[src/rtl/uart_rx_fifo.sv]
// UART receiver: 2-flop synchronizer, oversampled 3-sample majority vote per bit,
// optional parity, 1/2 stop bits, and a first-word-fall-through receive FIFO.
module uart_rx_fifo #(
   parameter int WIDTH           = 8,
   parameter int PARITY          = 0,
   parameter int STOP            = 1,
   parameter int SAMPLES         = 16,
   parameter int CLKS_PER_SAMPLE = 1,
   parameter int BUF_ADDR_SZ     = 4
) (
   input  logic                   clk,
   input  logic                   rst,
   input  logic                   rx,
   input  logic                   rd_en,
   output logic [WIDTH-1:0]       rd_data,
   output logic                   empty,
   output logic                   full,
   output logic [BUF_ADDR_SZ:0]   count,
   input  logic                   clr_err,
   output logic                   parity_err,
   output logic                   frame_err,
   output logic                   overrun,
   output logic                   busy
);

   localparam int SW    = $clog2(SAMPLES);
   localparam int DW    = (CLKS_PER_SAMPLE > 1) ? $clog2(CLKS_PER_SAMPLE) : 1;
   localparam int DEPTH = 2 ** BUF_ADDR_SZ;
   localparam logic [SW-1:0] V0   = SW'(SAMPLES/2 - 1);
   localparam logic [SW-1:0] V1   = SW'(SAMPLES/2);
   localparam logic [SW-1:0] V2   = SW'(SAMPLES/2 + 1);
   localparam logic [SW-1:0] LAST = SW'(SAMPLES - 1);

   typedef enum logic [2:0] {IDLE, START, DATA, PAR, STP, BRK} state_t;
   state_t state, state_nxt;

   logic                   rx_m, rx_s, tick;
   logic [DW-1:0]          div_cnt;
   logic [SW-1:0]          smp;
   logic [3:0]             bit_cnt;
   logic [WIDTH-1:0]       shreg;
   logic                   v0, v1, maj, vote, bit_end, par_bad;
   logic                   commit, frm_fail, push, pop;
   logic [BUF_ADDR_SZ-1:0] wr_ptr, rd_ptr;
   logic [WIDTH-1:0]       mem [DEPTH];

   always_ff @(posedge clk) begin
      if (rst) begin
         rx_m    <= 1'b1;
         rx_s    <= 1'b1;
         div_cnt <= '0;
      end else begin
         rx_m    <= rx;
         rx_s    <= rx_m;
         div_cnt <= tick ? '0 : div_cnt + 1'b1;
      end
   end

   assign tick    = (div_cnt == DW'(CLKS_PER_SAMPLE - 1));
   assign vote    = tick && (state != IDLE) && (state != BRK) && (smp == V2);
   assign bit_end = tick && (smp == LAST);
   assign maj     = (v0 & v1) | (v0 & rx_s) | (v1 & rx_s);
   assign busy    = (state != IDLE);

   always_ff @(posedge clk) begin
      if (rst) state <= IDLE;
      else     state <= state_nxt;
   end

   always_comb begin
      state_nxt = state;
      commit    = 1'b0;
      frm_fail  = 1'b0;
      case (state)
         IDLE:  if (tick && !rx_s) state_nxt = START;
         START: begin
            if (vote && maj)  state_nxt = IDLE;
            else if (bit_end) state_nxt = DATA;
         end
         DATA:  if (bit_end && bit_cnt == 4'(WIDTH - 1))
                   state_nxt = (PARITY != 0) ? PAR : STP;
         PAR:   if (bit_end) state_nxt = STP;
         STP: begin
            if (vote) begin
               if (!maj) begin
                  frm_fail  = 1'b1;
                  state_nxt = BRK;
               end else if (bit_cnt == 4'(STOP - 1)) begin
                  // commit at mid-stop so the next start edge is caught
                  commit    = 1'b1;
                  state_nxt = IDLE;
               end
            end
         end
         BRK:   if (tick && rx_s) state_nxt = IDLE;
         default: state_nxt = IDLE;
      endcase
   end

   always_ff @(posedge clk) begin
      if (rst) begin
         smp     <= '0;
         bit_cnt <= '0;
         v0      <= 1'b1;
         v1      <= 1'b1;
         shreg   <= '0;
         par_bad <= 1'b0;
      end else if (tick) begin
         smp <= (state == IDLE || state == BRK) ? '0 : smp + 1'b1;
         if (smp == V0) v0 <= rx_s;
         if (smp == V1) v1 <= rx_s;
         if (state == DATA && vote) shreg <= {maj, shreg[WIDTH-1:1]};
         if (state == START) par_bad <= 1'b0;
         if (state == PAR && vote) par_bad <= maj ^ (^shreg) ^ 1'(PARITY == 1);
         if (bit_end) begin
            if (state == DATA)
               bit_cnt <= (bit_cnt == 4'(WIDTH - 1)) ? '0 : bit_cnt + 1'b1;
            else if (state == STP)
               bit_cnt <= bit_cnt + 1'b1;
            else
               bit_cnt <= '0;
         end
      end
   end

   assign empty   = (count == '0);
   assign full    = (count == (BUF_ADDR_SZ+1)'(DEPTH));
   assign pop     = rd_en && !empty;
   assign push    = commit && !par_bad && (!full || pop);
   assign rd_data = empty ? '0 : mem[rd_ptr];

   always_ff @(posedge clk) begin
      if (!rst && push) mem[wr_ptr] <= shreg;
   end

   always_ff @(posedge clk) begin
      if (rst) begin
         wr_ptr <= '0;
         rd_ptr <= '0;
         count  <= '0;
      end else begin
         if (push) wr_ptr <= wr_ptr + 1'b1;
         if (pop)  rd_ptr <= rd_ptr + 1'b1;
         case ({push, pop})
            2'b10:   count <= count + 1'b1;
            2'b01:   count <= count - 1'b1;
            default: count <= count;
         endcase
      end
   end

   // a new error beats clr_err in the same cycle
   always_ff @(posedge clk) begin
      if (rst) begin
         parity_err <= 1'b0;
         frame_err  <= 1'b0;
         overrun    <= 1'b0;
      end else begin
         if (frm_fail)                                    frame_err  <= 1'b1;
         else if (clr_err)                                frame_err  <= 1'b0;
         if (commit && par_bad)                           parity_err <= 1'b1;
         else if (clr_err)                                parity_err <= 1'b0;
         if (commit && !par_bad && full && !pop)          overrun    <= 1'b1;
         else if (clr_err)                                overrun    <= 1'b0;
      end
   end

endmodule
[config.mk]
export PLATFORM = sky130hd
export DESIGN_NAME = uart_rx_fifo
export DESIGN_NICKNAME = d
export VERILOG_FILES = /design/src/rtl/uart_rx_fifo.sv
export SDC_FILE = /design/constraint.sdc
export NUM_CORES = 1
export LEC_CHECK = 0
export CAP_MARGIN = 20
export CORE_AREA = 5 5 122 148
export CTS_BUF_LIST = sky130_fd_sc_hd__clkbuf_8
export CTS_CLUSTER_SIZE = 12
export DETAILED_ROUTE_END_ITERATION = 6
export DIE_AREA = 0 0 127 153
export PLACE_DENSITY = 0.6
export SYNTH_ARGS = -nofsm -noshare
export SYNTH_HDL_FRONTEND = slang
export SYNTH_SLANG_ARGS = --single-unit
export TNS_END_PERCENT = 30
[constraint.sdc]
create_clock -name clk -period 3.05 [get_ports clk]
set_clock_uncertainty 0.1 [all_clocks]
set_input_delay 0.61 -clock clk [delete_from_list [all_inputs] [get_ports clk]]
set_output_delay 0.61 -clock clk [all_outputs]
set_load 0.005 [all_outputs]
[Word-level counts from Yosys, hierarchy flattened]
Memory sizes are Yosys's and may differ from the RTL's. A register that Yosys moved wholly into a read port is not among the register bits.
Index checks and enable logic that the tools add are counted.
Word-level totals
  output and inout bits: 19
  logic and storage cells: 127
  bits in writable memories: 128
  bits of input ports: 5
  memories kept: 1
  register bits after elaboration: 41
Cells by class
  reduce and logical (&&, ||, !) cells: 42
  mux-type cells: 33
  eq/ne operators: 21
  add/sub/neg operators: 7
  bitwise operators: 7
Memory list
  mem: words 16, width 8, rd ports 1, clocked after memory_dff 1, wr ports 1, RTL line 45  | logic [WIDTH-1:0] mem [DEPTH];
Operator list (number)
  3-bit two-way mux: 9
  4-bit two-way mux: 6
  3-bit one-hot mux with 6 select lines: 1
  1-bit logical AND: 17
  4-bit by 1-bit adder with 4-bit output, second input constant: 4
  1-bit two-way mux: 15
  4-bit equality test, second input constant: 3
  2-bit inequality test, second input constant: 5
  5-bit one-hot mux with 2 select lines: 1
  2-bit AND reduction: 5
  2-bit nonzero test: 5
  3-bit inequality test, second input constant: 3
  4-bit by 3-bit equality test with 1-bit output, second input constant: 2
  8-bit two-way mux: 1
  8-bit parity: 1
  7-bit AND reduction: 1
  3-bit by 2-bit equality test with 1-bit output, second input constant: 2
  3-bit equality test, second input constant: 2
  1-bit zero test: 6
  5-bit by 1-bit adder with 5-bit output, second input constant: 1
  5-bit equality test, second input constant: 1
  5-bit zero test: 1
  5-bit by 1-bit subtractor with 5-bit output, second input constant: 1
  4-bit zero test: 1
  12 further kinds: 16

[Logic depth before layout (Yosys ltp)]
  depth in word-level cells: 11
  mapped depth: 12
  gate-level depth less buffers: 11

[Worst setup path before layout]
No wires, ideal clock.
  kind: flip-flop to flip-flop
  start point: register bit_cnt[0]
  end point: memory mem[1][0], enable pin
  stages on the path, launching flop included: 8
  arrival: 2.307 ns
  path slack: 0.248 ns
  setup time: 0.395 ns
  data required time: 2.555 ns
  period minus slack after synthesis: 2.802 ns
  cell sequence: dfxtp_1 inv_1 ha_1 nor3b_1 nand2_1 or3_1 buf_2 nor4_1
On the way
  cells in the longest elaborated chain, start to end: 10
Ends and longest elaborated chain
  start, declared: RTL line 40  | logic [3:0] bit_cnt;
  start signal, assigned: RTL line 117  | bit_cnt <= (bit_cnt == 4'(WIDTH - 1)) ? '0 : bit_cnt + 1'b1;
  start signal, assigned: RTL line 119  | bit_cnt <= bit_cnt + 1'b1;
  4-bit zero test: RTL line 88  | end else if (bit_cnt == 4'(STOP - 1)) begin
  1-bit two-way mux: RTL line 88
  1-bit two-way mux: RTL line 85  | if (!maj) begin
  1-bit two-way mux: RTL line 84  | if (vote) begin
  1-bit two-way mux: RTL line 74  | case (state)
  1-bit logical AND (2 in a row): RTL line 129  | assign push = commit && !par_bad && (!full || pop);
  1-bit logical AND: RTL line 133  | if (!rst && push) mem[wr_ptr] <= shreg;
  1-bit two-way mux: RTL line 133
  1-bit two-way mux (implied by the code): RTL line 133
  end, declared: RTL line 45
No other way between the ends.

==> flow_summary.toml <==
[worst_setup_path]
crit_end = "rd_data[3]"
critPathLaunchType = "flip-flop"
critical_path.endpoint_type = "output pin"
cp.arrival_ps = 2410
worstReg2RegEnd = "count[4]"
crit_family = "multiplexers"
worstRegToRegCells = 12
worstReg2RegStart = "bit_cnt[0]"
path_class = "reg2out"
path_max_fanout = 4
slowest_stage = "mux4_2"
crit_buf_inv = 4
ff2ff_setup_slack_ps = 430
max_stage_delay_ps = 510
crit_cells = 7
worstPathRequired_ps = 2340
cp_common_cell = "buf_12"
crit_chain = "buf_12 -> buf_12 -> buf_12 -> mux4_2 -> mux4_2 -> nor2b_4 -> buf_2"

[yosys]
ys.flop_type = "edfxtp_1"
synth_top_cells_by_area = "edfxtp_1 (53%), dfxtp_1 (12%), mux4_2 (12%)"
synth_top_cell_area_share = 0.530
async_reset_ff_frac = 0
ys_seq_elements = 173
yosysWarnings = 0
postSynthAreaPerCell_sq_um = 15.3
ys_types = 51
synth_cells = 474
synth_area_sq_um = 7250
ys_seq_area_frac = 0.654
syn_nets = 490
synth_edf_count = 128
synth_top_area_cell = "edfxtp_1"

[sta]
fin_crit_ps = 3120
fin_hold_ws_ps = 323
grt_setup_unrepaired = "true"
fin_ws_ps = -65.8
final-hold-violation-count = 0
drv_slew = 0
fmax_mhz = 321
setup_viol = 7
fin_crit_sh = 1.02
slew_headroom = 0.512
tightest_slew_ps = 732

[clock_tree]
cts_buffers = 17
clk_pin_slew_worst_paths_ps = 80
clock_latency_ps = 450
clockBufferDepth = 2
tritoncts = "done"
root_buffer = "clkbuf_8"
htreeDepth = 4
numClockSinks = 173

[finish]
drive_above_1_share = 0.271
final_area_sq_um = 8530
nNetsFinal = 556
syn_to_final_growth_pct = 17.6
diodes = 0
fin_cells = 769

[grt]
gr-total-overflow = 0
grt_pass1_vias = 4375
grt_usage = 0.166
grt_pass1_wl_um = 24100
grt_start_max_net_pins = 42
antenna_found_initial = 0

[drt]
num_vias = 4144
dr.pass1.iters = 4
final_antenna_net_count = 0
wire_per_inst_um = 19.9
drcViolationCount = 0
drtIter0Drc = 232
wl_um = 15300
viasPerCell = 5.39

[die]
die_w_um = 127
fp.coreArea_sq_um = 16500
die_y_um = 153
rows = 52
top_level_ports = 24
dieArea_sq_um = 19400
initial_utilization = 0.439

[placement]
port_buffers = 23
hpwlAfterDp_um = 10100
place.gp.congestion = 0.808
place_inst = 727
place_area_sq_um = 7990

[run_status]
status = "finished with violations"
violations = "setup timing"

[flow_run]
maxCapViolCount = 0

[pwr]
ir_drop_uv = 540
p_leak_nw = 2.85
power_density_nw_per_um2 = 645

[worst_hold_path]
hp-class = "reg2reg"
## metrics by stage
step,util,power (mW),TNS [ps],worst slack (ps)
finish,0.516,5.50,-355,-65.8
global route,0.516,5.76,-1120,-162
CTS,0.516,5.54,-817,-118
detailed placement,0.483,3.90,0,112
global placement,0.483,3.88,0,129
floorplan,-,3.39,0,248
## cell families (layout without fill, tap and decap cells)
logic type,Yosys count,after routing,share of synthesized area
buffers and inverters,36,115,0.0209
flip-flops,173,173,0.654
AND/OR/NAND/NOR,141,141,0.107
AO/OA/AOI/OAI,44,44,0.0362
other,1,1,0.000517
multiplexers,50,50,0.140
adder cells (fa/ha/maj),12,12,0.0204
XOR/XNOR,17,17,0.0205
## worst min path at each step
stage / from / to / slack, ps / cells past startpoint
5_1_grt: rx_m / rx_s / 350 / 1
2_1_floorplan: rx_m / rx_s / 290 / 1
4_1_cts: rx_m / rx_s / 320 / 1
6_report: rx_m / rx_s / 320 / 1
3_3_place_gp: rx_m / rx_s / 300 / 1
3_5_place_dp: rx_m / rx_s / 300 / 1
## routing by layer
metal / track usage / routed length [um] / share of wire / vias up
met2: 0.297 / 8340 / 0.54 / 106
met1: 0.193 / 6000 / 0.39 / 2088
met3: 0.0380 / 711 / 0.046 / 17
met5: 0 / 0 / 0 / -
li1: - / - / - / 1933
met4: 0.0588 / 266 / 0.017 / 0
## power by group
group,internal (mW),switching [mW]
registers,2.54,0.0747
logic,0.828,0.599
clock network,0.640,0.815
total,4.01,1.49
## final cells by class
class / instances / area (sq um)
clock buffers: 17 / 234
clock inverters: 15 / 125
fillers: 1390 / 8000
inverters: 11 / 41.3
multi-input cells: 265 / 2410
flip-flops and latches: 173 / 4750
well taps: 216 / 270
repair buffers: 72 / 699
## Yosys cell counts, drive strengths merged (2+ instances only)
cell type,count
nand2,19
mux2i,5
nor3b,3
nor2b,15
or4,3
nand3b,4
dfxtp,45
nand4b,2
xnor2,13
or3,4
buf,9
nor4,7
a21oi,25
clkbuf,16
ha,11
nand3,13
or2,2
and3b,2
mux4,40
nand2b,11
edfxtp,128
and4,2
xor2,4
nor2,39
inv,11
o21ai,8
mux2,5
a211oi,4
nor3,9
## what timing repair did
| item | CTS | global route |
|---|---|---|
| cloned | 2 | 0 |
| gates resized for setup | 51 | 4 |
| setup buffers | 8 | 1 |
| hold buffers | 0 | 0 |
| pin swaps | 1 | 0 |
| setup endpoints to repair | 9 | 9 |
## worst register-to-register path: stages (launching register included)
cell and delay, ps:
dfxtp_1 370, inv_1 80, ha_1 200, nor3b_1 130, buf_4 150, and4_1 180
nor2_1 220, xor2_1 180, ha_1 230, nand4b_1 110, nor4_1 220, a21oi_1 80
mux2_2 280
## layout by cell type (no fill, tap or decap), types with 2 or more instances in the layout
cell type and n:
edfxtp_1 128, dfxtp_1 43, mux4_2 40, nor2_1 38, buf_4 34, a21oi_1 25
nand2_1 19, clkbuf_8 17, clkdlybuf4s50_1 15, nand3_1 13, xnor2_1 13, inv_1 12
nand2b_1 11, ha_1 11, nor2b_1 9, nor3_1 8, buf_2 8, nor4_1 7
o21ai_0 7, buf_12 7, nor2b_4 6, mux2i_1 5, buf_6 5, xor2_1 4
or3_1 4, nand3b_1 4, a211oi_1 4, clkinvlp_4 4, mux2_2 3, clkinv_4 3
nor3b_1 2, nand4b_1 2, or2_2 2, or4_1 2, and3b_1 2, mux2_4 2
inv_6 2, clkinv_1 2, clkinv_2 2, buf_8 2
## sequential cells by signal (all words and copies together) (netlist names), named ones only
register,flops
rx_m,1
wr_ptr,4
state,3
v0,1
par_bad,1
div_cnt,1
count,5
rd_ptr,4
frame_err,1
v1,1
shreg,8
rx_s,1
parity_err,1
overrun,1
smp,4
mem,128
bit_cnt,4
(Power assumes the default switching activity.)
==> RTL edit 1: new RTL, config.mk and constraints unchanged <==
Make the reset (`rst`) asynchronous in 5 clocked blocks.
--- a/src/rtl/uart_rx_fifo.sv
+++ b/src/rtl/uart_rx_fifo.sv
@@ -44,7 +44,7 @@
    logic [BUF_ADDR_SZ-1:0] wr_ptr, rd_ptr;
    logic [WIDTH-1:0]       mem [DEPTH];
 
-   always_ff @(posedge clk) begin
+   always_ff @(posedge clk or posedge rst) begin
       if (rst) begin
          rx_m    <= 1'b1;
          rx_s    <= 1'b1;
@@ -62,7 +62,7 @@
    assign maj     = (v0 & v1) | (v0 & rx_s) | (v1 & rx_s);
    assign busy    = (state != IDLE);
 
-   always_ff @(posedge clk) begin
+   always_ff @(posedge clk or posedge rst) begin
       if (rst) state <= IDLE;
       else     state <= state_nxt;
    end
@@ -97,7 +97,7 @@
       endcase
    end
 
-   always_ff @(posedge clk) begin
+   always_ff @(posedge clk or posedge rst) begin
       if (rst) begin
          smp     <= '0;
          bit_cnt <= '0;
@@ -133,7 +133,7 @@
       if (!rst && push) mem[wr_ptr] <= shreg;
    end
 
-   always_ff @(posedge clk) begin
+   always_ff @(posedge clk or posedge rst) begin
       if (rst) begin
          wr_ptr <= '0;
          rd_ptr <= '0;
@@ -150,7 +150,7 @@
    end
 
    // a new error beats clr_err in the same cycle
-   always_ff @(posedge clk) begin
+   always_ff @(posedge clk or posedge rst) begin
       if (rst) begin
          parity_err <= 1'b0;
          frame_err  <= 1'b0;
Behaviour: differs if rst is asserted again (counterexample within 4 cycles, from zero or initial values and one cycle with rst high); with rst held inactive, the same outputs for 10 cycles.
==> RTL edit 1 against the unedited design <==
- the flow still finishes with violations (negative setup slack)
- sequential cell count decreased by 5
- combinational power increased by 47%
- routed wire length decreased by 7.5%
- setup slack got worse by 44 ps
- largest power group unchanged
- total power increased by 17%
- worst hold slack got worse by 64 ps
- area after synthesis decreased by 0.97%
- cell area decreased by 0.41%
- largest cell class unchanged
- highest routed layer unchanged
==> RTL edit 1: results (changes against the unedited design) <==
metric,value,unit,change
CTS H-tree lvls,4,,unchanged
P_leak,2.96,nW,+3.7%
"slowest stage delay, CP",490,ps,-20 ps
layout cells sized above 1,32.9,%,+5.7 points
worst ir drop on vdd,0.419,mV,-22%
Routed WL per cell,20.2,um,+1.7%
first-pass iteration count of the detailed router,4,,unchanged
GP Congestion,0.778,,-3.7%
total CTS buffers,17,,unchanged
Detail Placement HPWL,9540,um,-5.5%
worst-path fanout max,6,,+2
Max-slew headroom,56.6,%,+5.4 points
ys flop type,edfxtp_1,,
met2 Use GR,25.6,%,-4.2 points
Regs by FF count,"mem: 128 flops, shreg: 8 flops, count: 5 flops",,
"top cells by count, synth","edfxtp_1 (128), mux4_2 (40), dfrtp_1 (36), and3_1 (14), inv_1 (14)",,
CP arrival,2450,ps,+40 ps
sequential-to-total area share from yosys stat,67.5,%,+2.1 points
initial drt markers,290,,+25%
Clock transition at path regs,80,ps,about the same
outcome,finished with violations,,
Post-synth ARST share,23.8,%,+24 points
GRT met3 Usage,3.56,%,-0.24 points
failing checks,negative setup slack,,
Synth area leaders,"edfxtp_1 (54%), dfrtp_1 (13%), mux4_2 (13%)",,
port bufs,23,,unchanged
global-route wire length before repair,22900,um,-4.8%
final setup fails,8,,+1
vias per std cell,5.37,,-0.43%
"Area growth, synth to finish",18.2,%,
Clock Latency Late Sink,450,ps,about the same
worst setup margin,-109,ps,-43.7 ps
Clock Tree Buf Depth,2,,unchanged
Slowest cell on crit path,mux4_2,,
largest net degree at the start of global routing,41,,-2.4%
Final nets,489,,-12%
met1 Use GR,20.8,%,+1.5 points
Netlist cell types,55,,+7.8%
antenna diode count,0,,unchanged
gr usage total,15.8,%,-0.80 points
Fillers,1381,,-0.65%
min-delay worst type,reg2reg,,
number of global-route vias before repair,4039,,-7.7%
post-synthesis net count,424,,-13%
placed inst area,7950,um^2,-0.44%
"EDFF count, synth",128,,unchanged
-- RTL edit 1: cell count changes in the layout (fill, tap and decap cells not counted), sizes merged, moves of 6 or more --
cell and delta:
buf -9, nor2 -28, nand2b -9, and3 +13
nand3 -6, dfrtp +36, dfxtp -45, a21oi -18
mux2 +10, nand2 -12
-- RTL edit 1: area by class of cell --
class | count | area share [%]
inverter | 14 | 0.648
timing repair buffer | 65 | 7.34
sequential | 168 | 57.1
tap | 216 | 3.18
clock buffer | 19 | 3.08
clock inverter | 13 | 1.84
multi-input combinational | 205 | 26.8
-- RTL edit 1: kinds of logic after synthesis --
group / count (synthesis) / synth area share [%]
AOI/OAI and AO/OA: 30 / 3.14
xor gates and xnor gates: 23 / 3.05
adders and majority gates: 14 / 2.42
buffers and inverters: 33 / 1.88
DFF: 168 / 67.5
muxes: 56 / 15.0
and+or+nand+nor: 82 / 6.94
-- RTL edit 1: report_power, final --
| part | internal [mW] | switching [mW] | total (mW) |
|---|---|---|---|
| sequential | 2.58 | 0.160 | 2.74 |
| combinational | 1.20 | 0.892 | 2.10 |
| clock | 0.847 | 0.773 | 1.62 |
| total | 4.63 | 1.83 | 6.45 |
-- RTL edit 1: repair_timing --
| item | in CTS | in global routing |
|---|---|---|
| pin swaps | 0 | 3 |
| cloned | 1 | 0 |
| endpoints found under the setup margin | 10 | 11 |
| setup buffers | 5 | 4 |
| gates resized for setup | 36 | 6 |
-- RTL edit 1: per-stage QoR --
stage	setup TNS (ps)	setup slack (ps)	std cells
finish	-490	-109	700
global placement	0	17.3	659
CTS	-1090	-156	696
detailed placement	-23.4	-23.4	659
global route	-1510	-187	700
floorplan	-103	-103	406
-- RTL edit 1: worst reg2reg max path: stages (launching register included) --
cell and delay [ps]:
dfrtp_1 420, inv_2 80, ha_1 130, or3b_4 370, nand2b_4 180, nor4_4 390
inv_4 70, ha_4 170, xor2_2 130, ha_2 230, or3b_4 390, o2111ai_2 70
a21oi_2 90, xnor2_1 120
-- RTL edit 1: metal layers --
layer	up-vias	wire length, um
met4	0	318
met1	1941	6090
met2	81	7250
li1	1715	-
met5	-	0
met3	19	512
-- RTL edit 1: final timing paths --
check,start,end,slack [ps],depth (start not counted)
worst max register to register,bit_cnt[0],count[4],-10,13
min in group asynchronous,rst,rd_ptr[3],620,3
worst max-delay path,rd_ptr[0],rd_data[0],-110,7
worst min register to register,rx_m,rx_s,260,0
max in group asynchronous,rst,rd_ptr[0],1850,3
worst min-delay path,rx_m,rx_s,260,0
==> RTL edit 2: new RTL, config.mk and constraints unchanged <==
Without the edit above. The parameter `WIDTH` goes from 8 to 9.
--- a/src/rtl/uart_rx_fifo.sv
+++ b/src/rtl/uart_rx_fifo.sv
@@ -1,7 +1,7 @@
 // UART receiver: 2-flop synchronizer, oversampled 3-sample majority vote per bit,
 // optional parity, 1/2 stop bits, and a first-word-fall-through receive FIFO.
 module uart_rx_fifo #(
-   parameter int WIDTH           = 8,
+   parameter int WIDTH           = 9,
    parameter int PARITY          = 0,
    parameter int STOP            = 1,
    parameter int SAMPLES         = 16,
Interface: changed (resized rd_data); port bits go from 24 to 25. The function was not compared with the original's and may differ.
==> RTL edit 2 against the unedited design <==
- the flow still finishes with violations (negative setup slack)
- setup slack got worse by 12 ps
- cell area rose by 8.8%
- area after synthesis rose by 9.3%
- total power rose by 9.6%
- global-route usage rose by 1.0 points
- sequential power rose by 9.6%
- sequential cell count rose by 17
- routed wire length rose by 6.9%
- critical path type unchanged
- highest routed layer unchanged
==> RTL edit 2: results (changes against the unedited design) <==
metric,value,unit,change
worst slew pin tran,639,ps,-92.3 ps
initial drt markers,356,,+53%
global-route wire length before repair,25600,um,+6.4%
antenna diode count,0,,unchanged
Regs by FF count,"mem: 144 flops, shreg: 9 flops, count: 5 flops",,
CP arrival,2420,ps,
failing checks,negative setup slack,,
worst setup margin,-77.7,ps,-11.9 ps
worst ir drop on vdd,0.493,mV,-8.6%
vias per std cell,5.51,,+2.2%
final setup fails,8,,+1
Fillers,1354,,-2.6%
hold_ws,315,ps,-8.01 ps
Netlist cell types,59,,+16%
R2R setup slack,260,ps,-170 ps
port bufs,24,,+4.3%
"EDFF count, synth",144,,+13%
R2R cell count,10,,-2
Final nets,585,,+5.2%
"top cells by count, synth","edfxtp_1 (144), dfxtp_1 (46), mux4_2 (45), nor2_1 (34), a21oi_1 (23)",,
worst-path fanout max,5,,+1
outcome,finished with violations,,
layout cells sized above 1,26.8,%,-0.32 points
CTS root buffer,clkbuf_8,,
sequential-to-total area share from yosys stat,66.2,%,+0.74 points
number of global-route vias before repair,4616,,+5.5%
GP Congestion,0.793,,-1.9%
final wirelength,16400,um,+6.9%
total CTS buffers,17,,unchanged
reg2reg end,count[2],,
Synth area leaders,"edfxtp_1 (55%), mux4_2 (13%), dfxtp_1 (12%)",,
RTL edit 2: changes by cell type after synthesis, sizes merged, moves of 3 or more:
cell | before | now
a211oi | 4 | 1
and2 | 0 | 3
edfxtp | 128 | 144
mux4 | 40 | 45
nor2 | 39 | 34
nor2b | 15 | 19
or3b | 0 | 3
xnor2 | 13 | 10
xor2 | 4 | 8
RTL edit 2: power breakdown:
group / internal [mW] / switching [mW] / leakage (nW)
clock: 0.928 / 0.835 / 0.224
sequential: 2.79 / 0.0685 / 1.71
combinational: 0.808 / 0.594 / 1.15
total: 4.52 / 1.50 / 3.08
RTL edit 2: per-layer routing:
metal,wire length (um),up-vias,GRT usage [%]
li1,-,2068,-
met1,6210,2210,20.8
met2,9070,104,31.7
met3,905,13,3.80
met4,193,0,5.98
met5,0,-,0
RTL edit 2: stage by stage:
stage	utilization, %	setup TNS, ps	area [um^2]	setup WS (ps)	instances
2_1_floorplan	-	0	7930	59.1	504
3_3_place_gp	52.3	0	8650	127	752
3_5_place_dp	52.3	0	8650	101	752
4_1_cts	56.3	-972	9300	-134	799
5_1_grt	56.1	-1380	9280	-184	798
6_report	56.1	-413	9280	-77.7	798
RTL edit 2: final cells by class:
cell class / instances / area, um^2 / area share (%)
Timing Repair Buffer: 74 / 714 / 7.70
Clock buffer: 19 / 262 / 2.82
Tap cell: 216 / 270 / 2.91
Clock inverter: 13 / 173 / 1.86
Inverter: 10 / 37.5 / 0.405
Sequential cell: 190 / 5250 / 56.6
Multi-Input combinational cell: 276 / 2570 / 27.7
RTL edit 2: cells by family after synthesis:
logic type,count (synthesis),share of synthesized area (%)
XOR/XNOR,18,1.99
buffers and inverters,38,2.08
other,1,0.0473
adder cells (fa/ha/maj),12,1.86
flip-flops,190,66.2
AND/OR/NAND/NOR,144,10.1
AO/OA/AOI/OAI,46,3.58
multiplexers,55,14.1
RTL edit 2: worst max path at each step:
stage	cells after the start	slack, ps	to
after CTS	7	-130	rd_data[7]
after global placement	5	130	rd_data[6]
final	7	-80	rd_data[1]
after floorplan	7	60	mem[1][0]
after detailed placement	5	100	rd_data[6]
after global routing	7	-180	rd_data[1]
RTL edit 2: critical path: stages (launching register included):
cell and delay [ps]:
dfxtp_4 380, buf_6 110, buf_6 100, buf_12 120, mux4_2 500, mux4_2 490
nor2b_1 140, buf_2 120
RTL edit 2: what timing repair did:
action,CTS,global route
setup buffers,11,0
endpoints found under the hold margin,0,0
gates cloned,4,0
resized for setup,53,3
endpoints found under the setup margin,9,11
